### src/rtl/riscv_pkg.sv
// Shared types and defaults for the data-memory path.
package riscv_pkg;

    localparam int unsigned ADDR_W_DEF = 32;
    localparam int unsigned DATA_W_DEF = 32;

    typedef enum logic [1:0] {
        OWN_NONE = 2'd0,
        OWN_CORE = 2'd1,
        OWN_EXT  = 2'd2
    } owner_t;

    typedef enum logic {
        SIDE_CORE = 1'b0,
        SIDE_EXT  = 1'b1
    } side_t;

endpackage

### src/rtl/rr_pick2.sv
// Two-requester round-robin chooser with a bounded hold for the current owner.
module rr_pick2
    import riscv_pkg::*;
#(
    parameter int unsigned MAX_HOLD = 4,
    parameter int unsigned HOLD_W   = $clog2(MAX_HOLD) + 1
) (
    input  logic [1:0]        req,
    input  owner_t            owner,
    input  logic [HOLD_W-1:0] hold_cnt,
    input  side_t             last_served,
    output owner_t            next_owner
);

    localparam logic [HOLD_W-1:0] HOLD_LAST = HOLD_W'(MAX_HOLD - 1);

    // req[0] is the core, req[1] the external port
    always_comb begin
        next_owner = OWN_NONE;
        case (req)
            2'b00: next_owner = OWN_NONE;
            2'b01: next_owner = OWN_CORE;
            2'b10: next_owner = OWN_EXT;
            default: begin
                if (owner == OWN_CORE) begin
                    if (hold_cnt >= HOLD_LAST) next_owner = OWN_EXT;
                    else                       next_owner = OWN_CORE;
                end else if (owner == OWN_EXT) begin
                    if (hold_cnt >= HOLD_LAST) next_owner = OWN_CORE;
                    else                       next_owner = OWN_EXT;
                end else begin
                    if (last_served == SIDE_EXT) next_owner = OWN_CORE;
                    else                         next_owner = OWN_EXT;
                end
            end
        endcase
    end

endmodule

### src/rtl/dmem_arbiter.sv
// Arbitrates the single-port data memory between the core load/store path
// and an external host port; stalls the core while it is not granted.
module dmem_arbiter
    import riscv_pkg::*;
#(
    parameter int unsigned ADDR_W   = ADDR_W_DEF,
    parameter int unsigned DATA_W   = DATA_W_DEF,
    parameter int unsigned MAX_HOLD = 4
) (
    input  logic              clk,
    input  logic              rst,
    input  logic              core_req,
    input  logic              core_we,
    input  logic [ADDR_W-1:0] core_addr,
    input  logic [DATA_W-1:0] core_wdata,
    output logic [DATA_W-1:0] core_rdata,
    output logic              core_gnt,
    output logic              core_stall,
    input  logic              ext_req,
    input  logic              ext_we,
    input  logic [ADDR_W-1:0] ext_addr,
    input  logic [DATA_W-1:0] ext_wdata,
    output logic              ext_gnt,
    output logic [DATA_W-1:0] ext_rdata,
    output logic              ext_valid,
    output logic [ADDR_W-1:0] mem_addr,
    output logic              mem_we,
    output logic [DATA_W-1:0] mem_wdata,
    input  logic [DATA_W-1:0] mem_rdata
);

    localparam int unsigned       HOLD_W    = $clog2(MAX_HOLD) + 1;
    localparam logic [HOLD_W-1:0] HOLD_LAST = HOLD_W'(MAX_HOLD - 1);

    owner_t            owner, owner_nxt;
    logic [HOLD_W-1:0] hold_cnt, hold_nxt;
    side_t             last_served, last_nxt;
    logic              ext_rd;

    assign core_gnt   = (owner == OWN_CORE) & core_req & ~rst;
    assign ext_gnt    = (owner == OWN_EXT) & ext_req & ~rst;
    assign core_stall = core_req & ~core_gnt;
    assign core_rdata = mem_rdata;
    assign ext_rd     = ext_gnt & ~ext_we;

    always_comb begin
        mem_addr  = '0;
        mem_we    = 1'b0;
        mem_wdata = '0;
        if (core_gnt) begin
            mem_addr  = core_addr;
            mem_we    = core_we;
            mem_wdata = core_wdata;
        end else if (ext_gnt) begin
            mem_addr  = ext_addr;
            mem_we    = ext_we;
            mem_wdata = ext_wdata;
        end
    end

    rr_pick2 #(
        .MAX_HOLD (MAX_HOLD),
        .HOLD_W   (HOLD_W)
    ) u_pick (
        .req         ({ext_req, core_req}),
        .owner       (owner),
        .hold_cnt    (hold_cnt),
        .last_served (last_served),
        .next_owner  (owner_nxt)
    );

    // hold_cnt counts consecutive granted cycles of an unchanged owner
    always_comb begin
        hold_nxt = '0;
        last_nxt = last_served;
        if (core_gnt)     last_nxt = SIDE_CORE;
        else if (ext_gnt) last_nxt = SIDE_EXT;
        if ((owner_nxt == owner) && (core_gnt || ext_gnt)) begin
            if (hold_cnt >= HOLD_LAST) hold_nxt = hold_cnt;
            else                       hold_nxt = hold_cnt + HOLD_W'(1);
        end
    end

    always_ff @(posedge clk) begin
        if (rst) begin
            owner       <= OWN_NONE;
            hold_cnt    <= '0;
            last_served <= SIDE_EXT;
            ext_valid   <= 1'b0;
            ext_rdata   <= '0;
        end else begin
            owner       <= owner_nxt;
            hold_cnt    <= hold_nxt;
            last_served <= last_nxt;
            ext_valid   <= ext_rd;
            if (ext_rd) ext_rdata <= mem_rdata;
        end
    end

endmodule

### config.mk
export PLATFORM = sky130hd
export DESIGN_NAME = dmem_arbiter
export DESIGN_NICKNAME = d
export VERILOG_FILES = /design/src/rtl/riscv_pkg.sv /design/src/rtl/rr_pick2.sv /design/src/rtl/dmem_arbiter.sv
export SDC_FILE = /design/constraint.sdc
export NUM_CORES = 1
export LEC_CHECK = 0
export BUFFER_PORTS_ARGS = -buffer_cell sky130_fd_sc_hd__buf_2
export CAP_MARGIN = 40
export CORE_AREA = 2 2 115 117
export CTS_CLUSTER_SIZE = 12
export DETAILED_ROUTE_END_ITERATION = 12
export DIE_AREA = 0 0 117 119
export PLACE_DENSITY = 0.63
export SLEW_MARGIN = 20
export SYNTH_ARGS = -nofsm -noshare
export SYNTH_HDL_FRONTEND = slang
export SYNTH_SLANG_ARGS = --single-unit
### constraint.sdc
create_clock -name clk -period 3.3 [get_ports clk]
set_clock_uncertainty 0.2 [all_clocks]
set_input_delay 0.33 -clock clk [delete_from_list [all_inputs] [get_ports clk]]
set_output_delay 0.33 -clock clk [all_outputs]
set_load 0.05 [all_outputs]
# After elaboration in Yosys (flattened, before gate mapping)
# Cells that the tools add are included.
# W data, S select, Z words.
dict set report word_totals {
  word_cells 41
  regBits 39
  output_inout_bits 133
  inputBits 166
}
dict set report op_classes {
  order_cmp 1
  add_sub_neg 1
  mux 14
  eq_ne 5
  reduce_logical 5
  bitwise 10
}
# cell count
set op_table {}
lappend op_table {{$mux W32} 4}
lappend op_table {{$mux W2} 5}
lappend op_table {{$and A1 B1 Y1} 6}
lappend op_table {{$pmux W2 S3} 1}
lappend op_table {{$eq A2 B1 Y1 const B} 2}
lappend op_table {{$eq A2 B2 Y1 const B} 2}
lappend op_table {{$mux W1} 4}
lappend op_table {{$not A1 Y1} 4}
lappend op_table {{$add A3 B1 Y3 const B} 1}
lappend op_table {{$ge A3 B2 Y1 const B} 1}
lappend op_table {{$eq A2 B2 Y1} 1}
lappend op_table {{$logic_not A2 Y1} 1}
lappend op_table {{$reduce_bool A2 Y1} 1}
lappend op_table {{$reduce_or A2 Y1} 1}
lappend op_table {{$logic_and A1 B1 Y1} 1}
lappend op_table {{$logic_or A1 B1 Y1} 1}

# Depth between registers and ports, before layout
# Gate-level depths: netlist of run 1.
dict set report depth {
  word_depth 9
  depth_mapped 6
  ltp_nobuf 6
}

# By module
# Synthesis of run 1 repeated with hierarchy kept, for this count alone.
dict set report hier_totals {
  hier_cells 258
  area_unflattened_um2 2580.0
}
# mod n_inst cells_per_inst area_per_inst_um2 seq_area_each_um2
set by_module_without_submodules {}
lappend by_module_without_submodules {dmem_arbiter 1 248 2507.4 780.7}
lappend by_module_without_submodules {rr_pick2 1 10 72.6 0.0}

# Worst setup path before layout of run 1
# No wires, ideal clock.
dict set report synth_path {
  path_type {input-to-output}
  start {in ext_req}
  end {out mem_addr[22]}
  path_slack_ps 1035
  required_ps 2770
  arrival_time_ps 1735
  path_buffers 1
  path_stages 4
  cell_sequence {nand2_1 nor3_2 clkbuf_1 a22o_1}
}
dict set report synth_via {
  elab_chain_len 4
}
# element line_no
set synth_lines {}
lappend synth_lines {{start, declared} dmem_arbiter.sv:19} ;# input logic ext_req,
lappend synth_lines {{$and A1 B1 Y1 (2 in series)} dmem_arbiter.sv:41} ;# assign ext_gnt = (owner == OWN_EXT) & ext_req & ~rst;
lappend synth_lines {{named net ext_gnt} dmem_arbiter.sv:23} ;# output logic ext_gnt,
lappend synth_lines {{$mux W32} dmem_arbiter.sv:54} ;# end else if (ext_gnt) begin
lappend synth_lines {{$mux W32} dmem_arbiter.sv:50} ;# if (core_gnt) begin
lappend synth_lines {{end, declared} dmem_arbiter.sv:26} ;# output logic [ADDR_W-1:0] mem_addr,
# The timed path passes the listed nets, and every way through them passes these cells.

# Final worst setup path of run 1
dict set report layout_path {
  start {reg owner[1]}
  end {out mem_addr[31]}
}
dict set report layout_via {
  elab_chain_len 5
  word_cells_on_any_way 8
  classes_between {2 x eq/ne; 2 x mux; 4 x bitwise}
}
# element line_no
set layout_lines {}
lappend layout_lines {{start, declared} dmem_arbiter.sv:35} ;# owner_t owner, owner_nxt;
lappend layout_lines {{start signal, assigned} dmem_arbiter.sv:92} ;# owner <= owner_nxt;
lappend layout_lines {{$eq A2 B2 Y1} dmem_arbiter.sv:41}
lappend layout_lines {{$and A1 B1 Y1 (2 in series)} dmem_arbiter.sv:41}
lappend layout_lines {{$mux W32} dmem_arbiter.sv:54}
lappend layout_lines {{$mux W32 *} dmem_arbiter.sv:50}
# Every way passes the cells marked *; elsewhere a longest branch is shown, timed or not.

==> flow_metrics.env, run 1 <==
export IMPL_p_int_mw=0.9056
export IMPL_first_pass_iters=4
export IMPL_cp_start_kind="flop"
export IMPL_top_layer_used="met5"
export IMPL_tightestPinTransition_ps=644.6
export IMPL_vias=3123
export IMPL_hpwl_um=8467
export IMPL_p_leak_nw=2.165
export IMPL_synth_seq_cells=39
export IMPL_die_w_um=117
export IMPL_grt_max_degree=68
export IMPL_multiInputGateArea_um2=1359
export IMPL_final_cell_mix="298 x buf_2, 65 x a22o_1, 39 x dfxtp_1"
export IMPL_cts_root_buf="clkbuf_16"
export IMPL_die_h_um=119
export IMPL_p_comb_share_pct=31.4
export IMPL_cts_made_buffers=5
export IMPL_m1WireLength_um=4060
export IMPL_cts_sinks=39
export IMPL_clkTransAtPathRegs_ps=60
export IMPL_cp_max_fo=66
export IMPL_insertion_delay_ps=270
export IMPL_crit_path_end_kind="output port"
export IMPL_route_met3_wl_um=1111
export IMPL_placementRows=42
export IMPL_cts_resized=0
export IMPL_globalplace_congestion=0.7710
export IMPL_antenna_left=0
export IMPL_fill_cells=1412
export IMPL_hold_violations=0
export IMPL_drive_gt1_share_pct=57.27
export IMPL_setup_viol=0
export IMPL_power_total_mw=1.396
export IMPL_grt_overflow=0
export IMPL_ios=299
export IMPL_cts_htree_levels=2
export IMPL_drc=0
export IMPL_cp_required_ps=2770
export IMPL_p_clk_share_pct=33.4
export IMPL_finalWorstPathRequiredPeriod_ps=2481
export IMPL_setup_tns_ps=0
export IMPL_cts_tree="built"
export IMPL_peakVddDrop_mv=0.2421
export IMPL_crit_type="flop to output port"
export IMPL_wl_per_cell_um=14.37
export IMPL_outcome="complete, no violations"
export IMPL_portBuffers=298
export IMPL_pwr_share_seq_pct=35.2
export IMPL_final_seq_area_um2=780.7
export IMPL_met2RoutedLength_um=5134
export IMPL_period_share_pct=75.17
export IMPL_maxCapViolations=0
export IMPL_cts_path_max_buffers=2
export IMPL_grt_pass1_vias=2653
export IMPL_syn_area_per_cell_um2=8.357
export IMPL_max_slew_margin_pct=57.03
export IMPL_rsz0062_at_grt="no"
export IMPL_grt_first_pass_wirelength_um=14240
export IMPL_layout_nets=717
export IMPL_p_per_area_nw_per_um2=343.6
export IMPL_synthToLayoutAreaGrowth_pct=62.54
export IMPL_syn_area_um2=2499
export IMPL_routed_via_density=4.278
export IMPL_grtUsageTotal_pct=13.28
export IMPL_cts_setup_buffers=0
export IMPL_final_area_um2=4061
export IMPL_synth_cell_types=28
export IMPL_initial_core_util_pct=19.41
export IMPL_dieArea_um2=13920
export IMPL_postCtsHoldBufs=0
export IMPL_min_path_type="input pin to flop"
export IMPL_placed_cell_area_um2=3910
export IMPL_synth_seq_area_share_pct=31.25
export IMPL_fmax_mhz=403.1
export IMPL_wl_um=10490
export IMPL_yosysWarnings=0
export IMPL_p_switching_mw=0.4900
export IMPL_grt_antenna_before_repair=5
export IMPL_final_common_cell="buf_2"
export IMPL_core_um2=12870
export IMPL_slew_viol_final=0
export IMPL_syn_nets=467
export IMPL_drt_initial_drc_count=167
export IMPL_syn_inst=299
export IMPL_switching_share_pct=35.11
export IMPL_crit_arrival_ps=1950
-- metal layers --
layer / GRT usage [%] / vias up
met4: 4.485 / 2
met2: 23.52 / 153
li1: - / 1550
met3: 5.038 / 14
met1: 14.29 / 1404
met5: 0 / -
-- synthesized netlist by cell type --
master / count / share of area (%)
o2111ai_1: 2 / 0.70
inv_1: 3 / 0.45
nor3_2: 1 / 0.40
o211ai_1: 2 / 0.60
nand3b_1: 3 / 0.90
a311oi_1: 1 / 0.35
nor2b_1: 3 / 0.75
o21ai_0: 33 / 6.6
dfxtp_1: 39 / 31
a22o_1: 65 / 23
nor2_1: 4 / 0.60
nand2_1: 35 / 5.3
a211oi_1: 2 / 0.60
buf_2: 11 / 2.2
a21oi_1: 3 / 0.60
buf_4: 36 / 11
o31ai_1: 1 / 0.30
or3b_2: 1 / 0.35
a31oi_4: 1 / 0.85
or2_2: 1 / 0.25
a221oi_1: 1 / 0.35
clkbuf_1: 10 / 1.5
mux2i_1: 4 / 1.6
ha_1: 2 / 1.0
or3b_4: 1 / 0.45
nand2b_1: 32 / 8.0
clkbuf_2: 1 / 0.20
nor4_1: 1 / 0.25
-- cells by family after synthesis --
| logic type | synth area share (%) |
|---|---|
| compound gates | 33.75 |
| mux | 1.602 |
| buf+inv | 15.17 |
| flops | 31.25 |
| simple gates | 17.23 |
| fa+ha+maj | 1.001 |
-- layout make-up --
cell class              instances  area share (%)
diodes                          4          0.2465
clock buffers                   6           3.173
multi-input cells             199           33.46
well taps                     176           5.422
repair buffers                301           37.89
flip-flops and latches         39           19.22
clock inverters                 2          0.3081
inverters                       3          0.2773
-- power by group through the flow --
stage	clock network, mW	logic [mW]	registers, mW
after floorplan	0	0.273	0.523
after global placement	0	0.442	0.501
after detailed placement	0	0.440	0.501
after CTS	0.487	0.442	0.491
after global routing	0.503	0.462	0.493
final	0.466	0.439	0.491
-- stage by stage --
stage	utilization (%)	hold slack [ps]	setup slack, ps	instances
after detailed placement	30.37	261.2	1013	718
final	31.55	53.00	819.3	730
after global routing	31.53	58.47	615.3	729
after CTS	31.47	47.47	813.3	726
after global placement	30.37	258.9	976.3	718
after floorplan	-	238.1	1035	299
-- worst max-delay path, stage by stage (launching register included) --
cell and delay, ps:
dfxtp_1 500, nand2_1 180, nor3_4 180, buf_12 280, a22o_1 210, buf_2 280
-- worst paths after layout --
check | slack [ps] | start | cells past startpoint | to
min | 50 | mem_rdata[0] | 3 | ext_rdata[0]
max | 820 | owner[1] | 5 | mem_addr[31]
min reg2reg | 270 | ext_rdata[10] | 2 | ext_rdata[10]
max reg2reg | 1160 | hold_cnt[0] | 6 | hold_cnt[1]
-- flip-flops by register name, indices dropped and copies added, names as in the netlist --
register,count
owner,2
hold_cnt,3
ext_valid,1
last_served,1
ext_rdata,32
(Power assumes the default switching activity.)
==> run 2, diff against run 1 <==
--- a/config.mk
+++ b/config.mk
@@ -7,11 +7,11 @@
 export LEC_CHECK = 0
 export BUFFER_PORTS_ARGS = -buffer_cell sky130_fd_sc_hd__buf_2
 export CAP_MARGIN = 40
-export CORE_AREA = 2 2 115 117
+export CORE_AREA = 2 2 117 119
 export CTS_CLUSTER_SIZE = 12
 export DETAILED_ROUTE_END_ITERATION = 12
-export DIE_AREA = 0 0 117 119
-export PLACE_DENSITY = 0.63
+export DIE_AREA = 0 0 119 121
+export PLACE_DENSITY = 0.61
 export SLEW_MARGIN = 20
 export SYNTH_ARGS = -nofsm -noshare
 export SYNTH_HDL_FRONTEND = slang
==> constraint.sdc (replaced) <==
create_clock -name clk -period 2.4 [get_ports clk]
set_clock_uncertainty 0.2 [all_clocks]
set_input_delay 0.24 -clock clk [delete_from_list [all_inputs] [get_ports clk]]
set_output_delay 0.24 -clock clk [all_outputs]
set_load 0.05 [all_outputs]
==> flow_metrics.env, run 2 (synthesized netlist as in run 1, its figures left out) <==
export IMPL_cp_startpoint="owner[1]"
export IMPL_layout_nets=752
export IMPL_worst_r2r_cell_count=6
export IMPL_cts_htree_levels=2
export IMPL_hpwl_um=8595
export IMPL_setup_viol=0
export IMPL_ios=299
export IMPL_placed_cell_area_um2=3938
export IMPL_hold_violations=0
export IMPL_stdcell_count=761
export IMPL_vias=3385
export IMPL_p_int_mw=1.424
export IMPL_grtUsageMet3_pct=3.336
export IMPL_utilization_pct=34.11
export IMPL_clkTransAtPathRegs_ps=60
export IMPL_grt_pass1_vias=3115
export IMPL_final_cell_mix="298 x buf_2, 65 x a22o_1, 37 x dfxtp_1"
export IMPL_cts_tree="built"
export IMPL_layout_setup_ws_ps=41.74
export IMPL_grtUsageTotal_pct=14.16
export IMPL_grt_max_degree=67
export IMPL_cts_made_buffers=5
export IMPL_crit_chain="nand3b_1, nor2_4, buf_12, a22o_1, buf_2"
export IMPL_critPathMaxStageDelay_ps=370
export IMPL_maxCapViolations=0
export IMPL_holdCritStartpoint="ext_req"
export IMPL_timing_rr_end="hold_cnt[1]"
export IMPL_hold_end="owner[0]"
export IMPL_first_pass_iters=4
export IMPL_pwr_share_seq_pct=31.6
export IMPL_crit_reg2reg_launch="hold_cnt[0]"
export IMPL_period_share_pct=98.26
export IMPL_core_um2=13090
export IMPL_p_switching_mw=0.7130
export IMPL_cp_start_kind="flop"
export IMPL_antenna_left=0
export IMPL_largest_reg_flops=32
export IMPL_globalplace_congestion=0.7577
export IMPL_cts_root_buf="clkbuf_16"
export IMPL_crit_arrival_ps=1920
export IMPL_top_regs="ext_rdata: 32 flops, hold_cnt: 3 flops, owner: 2 flops"
export IMPL_cts_sinks=39
export IMPL_grt_antenna_before_repair=0
export IMPL_r2r_slack_ps=310
export IMPL_p_comb_share_pct=30.8
export IMPL_wl_per_cell_um=15.19
export IMPL_peakVddDrop_mv=0.3409
export IMPL_p_clk_share_pct=37.6
export IMPL_grt_first_pass_wirelength_um=16300
export IMPL_power_total_mw=2.137
export IMPL_pre_cts_slack_ps=287.3
export IMPL_met2_usage_pct=24.71
export IMPL_cts_setup_buffers=0
export IMPL_top_usage_layer="met2"
export IMPL_fmax_mhz=424.0
export IMPL_p_per_area_nw_per_um2=478.8
export IMPL_drive_gt1_share_pct=54.87
export IMPL_crit_buf_inv=2
export IMPL_max_slew_margin_pct=76.74
export IMPL_drt_initial_drc_count=187
export IMPL_cp_required_ps=1960
export IMPL_final_common_cell="buf_2"
export IMPL_finalWorstPathRequiredPeriod_ps=2358
export IMPL_outcome="complete, no violations"
export IMPL_cp_max_fo=33
export IMPL_wl_um=11560
export IMPL_slew_viol_final=0
export IMPL_dieArea_um2=14400
export IMPL_initial_core_util_pct=19.10
export IMPL_placementRows=42
export IMPL_setup_tns_ps=0
export IMPL_grt_use_met1_pct=17.22
export IMPL_cts_path_max_buffers=2
export IMPL_path_delay_family="buffers and inverters"
export IMPL_grt_overflow=0
export IMPL_insertion_delay_ps=280
export IMPL_antennaDiodeCount=0
export IMPL_final_area_um2=4463
export IMPL_p_leak_nw=2.343
export IMPL_cp_slowest_cell="dfxtp_2"
export IMPL_synthToLayoutAreaGrowth_pct=78.62
export IMPL_drc=0
export IMPL_tightestPinTransition_ps=346.0
export IMPL_switching_share_pct=33.37
export IMPL_die_w_um=119
export IMPL_crit_type="flop to output port"
export IMPL_rsz0062_at_grt="yes"
export IMPL_portBuffers=298
export IMPL_die_h_um=121
export IMPL_crit_path_end_kind="output port"
export IMPL_post_place_cells=720
export IMPL_top_register="ext_rdata"
export IMPL_hold_slack_ps=67.31
export IMPL_min_path_type="input pin to flop"
export IMPL_routed_via_density=4.448
export IMPL_holdPathStages=2
-- run 2: cell types whose count changed in the layout (fill, tap and decap cells not counted), moves of 2 or more --
cell	before	now
dlygate4sd3_1	0	32
diode_2	4	0
dfxtp_1	39	37
dfxtp_2	0	2
-- run 2: worst max-delay path by stage --
| stage | cells past startpoint | to | slack [ps] |
|---|---|---|---|
| global placement | 6 | hold_cnt[1] | 300 |
| global route | 5 | mem_addr[22] | -8 |
| detailed placement | 5 | mem_addr[22] | 290 |
| finish | 5 | mem_addr[29] | 40 |
| CTS | 5 | mem_wdata[22] | 40 |
| floorplan | 3 | mem_addr[22] | 230 |
-- run 2: power groups by stage --
stage / clock, mW / combinational [mW] / sequential, mW
5_1_grt: 0.850 / 0.689 / 0.677
2_1_floorplan: 0 / 0.376 / 0.720
3_3_place_gp: 0 / 0.610 / 0.689
6_report: 0.804 / 0.657 / 0.675
4_1_cts: 0.825 / 0.651 / 0.675
3_5_place_dp: 0 / 0.609 / 0.689
-- run 2: layout make-up --
type,instances,area (µm²)
Timing Repair Buffer,336,1912
Fill cell,1368,8622
Inverter,3,11.26
Sequential cell,39,783.3
Multi-Input combinational cell,199,1359
Tap cell,176,220.2
Clock inverter,2,38.79
Clock buffer,6,138.9
-- run 2: repair_timing --
item                                    in CTS  in global routing
endpoints found under the setup margin       7                  6
endpoints found under the hold margin       32                  0
hold buffers                                32                  0
cloned                                       0                  1
gates resized for setup                      2                  0
-- run 2: worst register-to-register path, delay by kind of cell, from the launching register on --
family	cells	cell delay [ps]
simple gates	2	550
fa+ha+maj	2	450
flops	1	370
compound gates	1	350
mux	1	120
-- run 2: metal layers --
| metal | part of all wire, % | routed length [µm] |
|---|---|---|
| met1 | 39 | 4516 |
| met3 | 8.3 | 959 |
| met5 | 0 | 0 |
| met2 | 50 | 5749 |
| met4 | 2.9 | 337 |
==> run 3, diff against run 2 <==
--- a/config.mk
+++ b/config.mk
@@ -11,7 +11,6 @@
 export CTS_CLUSTER_SIZE = 12
 export DETAILED_ROUTE_END_ITERATION = 12
 export DIE_AREA = 0 0 119 121
-export PLACE_DENSITY = 0.61
 export SLEW_MARGIN = 20
 export SYNTH_ARGS = -nofsm -noshare
 export SYNTH_HDL_FRONTEND = slang
==> flow_metrics.env, run 3 (synthesized netlist as in run 1, its figures left out) <==
export IMPL_outcome="complete, no violations"
export IMPL_period_share_pct=95.34
export IMPL_insertion_delay_ps=280
export IMPL_synthToLayoutAreaGrowth_pct=81.87
export IMPL_cts_sinks=39
export IMPL_maxCapViolations=0
export IMPL_fmax_mhz=437.0
export IMPL_crit_path_end_kind="output port"
export IMPL_largest_reg_flops=32
export IMPL_cp_endpoint="mem_addr[23]"
export IMPL_die_w_um=119
export IMPL_p_leak_nw=2.337
export IMPL_cts_tree="built"
export IMPL_utilization_pct=34.73
export IMPL_cp_startpoint="owner[1]"
export IMPL_top_register="ext_rdata"
export IMPL_cts_htree_levels=2
export IMPL_final_seq_area_um2=783.3
export IMPL_ios=299
export IMPL_grt_pass1_vias=3095
export IMPL_fill_cells=1349
export IMPL_wl_um=13140
export IMPL_cts_made_buffers=5
export IMPL_final_cell_mix="270 x buf_2, 65 x a22o_1, 37 x dfxtp_1"
export IMPL_antenna_left=0
export IMPL_p_int_mw=1.297
export IMPL_worst_r2r_cell_count=6
export IMPL_setup_viol=0
export IMPL_p_comb_share_pct=34.0
export IMPL_dieArea_um2=14400
export IMPL_drc=0
export IMPL_first_pass_iters=4
export IMPL_grtUsageTotal_pct=16.65
export IMPL_setup_tns_ps=0
export IMPL_initial_core_util_pct=19.10
export IMPL_top_regs="ext_rdata: 32 flops, hold_cnt: 3 flops, owner: 2 flops"
export IMPL_tightestPinTransition_ps=354.5
export IMPL_min_path_type="input pin to flop"
export IMPL_drive_gt1_share_pct=54.86
export IMPL_die_h_um=121
export IMPL_globalplace_congestion=0.8405
export IMPL_p_clk_share_pct=32.4
export IMPL_finalWorstPathRequiredPeriod_ps=2288
export IMPL_max_slew_margin_pct=76.22
export IMPL_cp_max_fo=29
export IMPL_pwr_share_seq_pct=33.7
export IMPL_layout_nets=754
export IMPL_rsz0062_at_grt="no"
export IMPL_r2r_slack_ps=340
export IMPL_grt_first_pass_wirelength_um=18090
export IMPL_cts_root_buf="clkbuf_16"
export IMPL_final_common_cell="buf_2"
export IMPL_crit_arrival_ps=1850
export IMPL_crit_type="flop to output port"
export IMPL_core_um2=13090
export IMPL_grt_max_degree=66
export IMPL_drt_initial_drc_count=178
export IMPL_p_switching_mw=0.7086
export IMPL_cp_start_kind="flop"
export IMPL_switching_share_pct=35.32
export IMPL_grt_overflow=0
export IMPL_wl_per_cell_um=17.22
export IMPL_vias=3342
export IMPL_multiInputGateArea_um2=1359
export IMPL_portBuffers=298
export IMPL_clkTransAtPathRegs_ps=60
export IMPL_placementRows=42
export IMPL_slew_viol_final=0
export IMPL_peakVddDrop_mv=0.3164
export IMPL_grt_antenna_before_repair=1
export IMPL_hpwl_um=9920
export IMPL_timing_rr_end="hold_cnt[1]"
export IMPL_hold_violations=0
export IMPL_cts_path_max_buffers=2
export IMPL_antennaDiodeCount=0
export IMPL_p_per_area_nw_per_um2=441.4
export IMPL_crit_reg2reg_launch="hold_cnt[0]"
export IMPL_routed_via_density=4.380
export IMPL_cp_required_ps=1960
run 3: cell types whose count changed in the layout (fill, tap and decap cells not counted), sizes merged:
cell,before,now
bufinv,1,0
clkinvlp,0,1
inv,4,3
bufbuf,0,1
clkinv,0,1
buf,303,298
clkbuf,7,13
run 3: power by group through the flow:
| stage | Clock, mW | Combinational, mW | Sequential (mW) |
|---|---|---|---|
| final | 0.649 | 0.682 | 0.675 |
| after detailed placement | 0 | 0.623 | 0.688 |
| after global placement | 0 | 0.629 | 0.688 |
| after floorplan | 0 | 0.376 | 0.720 |
| after global routing | 0.709 | 0.711 | 0.677 |
| after CTS | 0.684 | 0.676 | 0.674 |
run 3: worst min path at each step:
stage,from,end,slack (ps),cells past startpoint
after detailed placement,mem_rdata[27],ext_rdata[27],250,3
after global placement,mem_rdata[28],ext_rdata[28],250,3
final,ext_req,owner[0],80,2
after global routing,ext_req,owner[0],80,2
after CTS,ext_req,owner[0],60,2
after floorplan,ext_req,owner[0],150,1
run 3: worst max-delay path, cell delays in order, from the launching register on:
cell       delay [ps]
dfxtp_2           370
nand3b_1          230
nor2_4            180
bufbuf_16         350
a22o_1            250
buf_12            160
run 3: through the flow:
stage	hold WS [ps]	power [mW]	std cells	cell area (µm²)	setup slack [ps]
floorplan	148.1	1.096	299	2499	226.5
global placement	251.5	1.317	721	3975	285.3
detailed placement	251.8	1.312	721	3975	265.3
CTS	56.67	2.035	762	4518	-21.27
global route	83.41	2.097	763	4544	14.95
finish	78.89	2.006	763	4544	111.9
run 3: per-layer routing:
| metal | part of all wire [%] | vias to the layer above | routed length, µm | track usage, % |
|---|---|---|---|---|
| li1 | - | 1620 | - | - |
| met1 | 41 | 1528 | 5365 | 20.17 |
| met2 | 50 | 183 | 6505 | 29.09 |
| met3 | 8.4 | 11 | 1104 | 4.934 |
| met4 | 1.2 | 0 | 163 | 3.646 |
| met5 | 0 | - | 0 | 0 |
run 3: layout make-up:
type / count / area share, %
multi-input cells: 199 / 29.90
flip-flops and latches: 39 / 17.24
clock buffers: 6 / 2.836
inverters: 3 / 0.2478
repair buffers: 338 / 44.66
well taps: 176 / 4.846
clock inverters: 2 / 0.2753
run 3: what timing repair did:
item | in CTS | in global routing
endpoints found under the hold margin | 32 | 0
resized for setup | 20 | 8
setup buffers | 0 | 1
cloned | 1 | 0
hold buffers | 32 | 0
endpoints found under the setup margin | 10 | 65
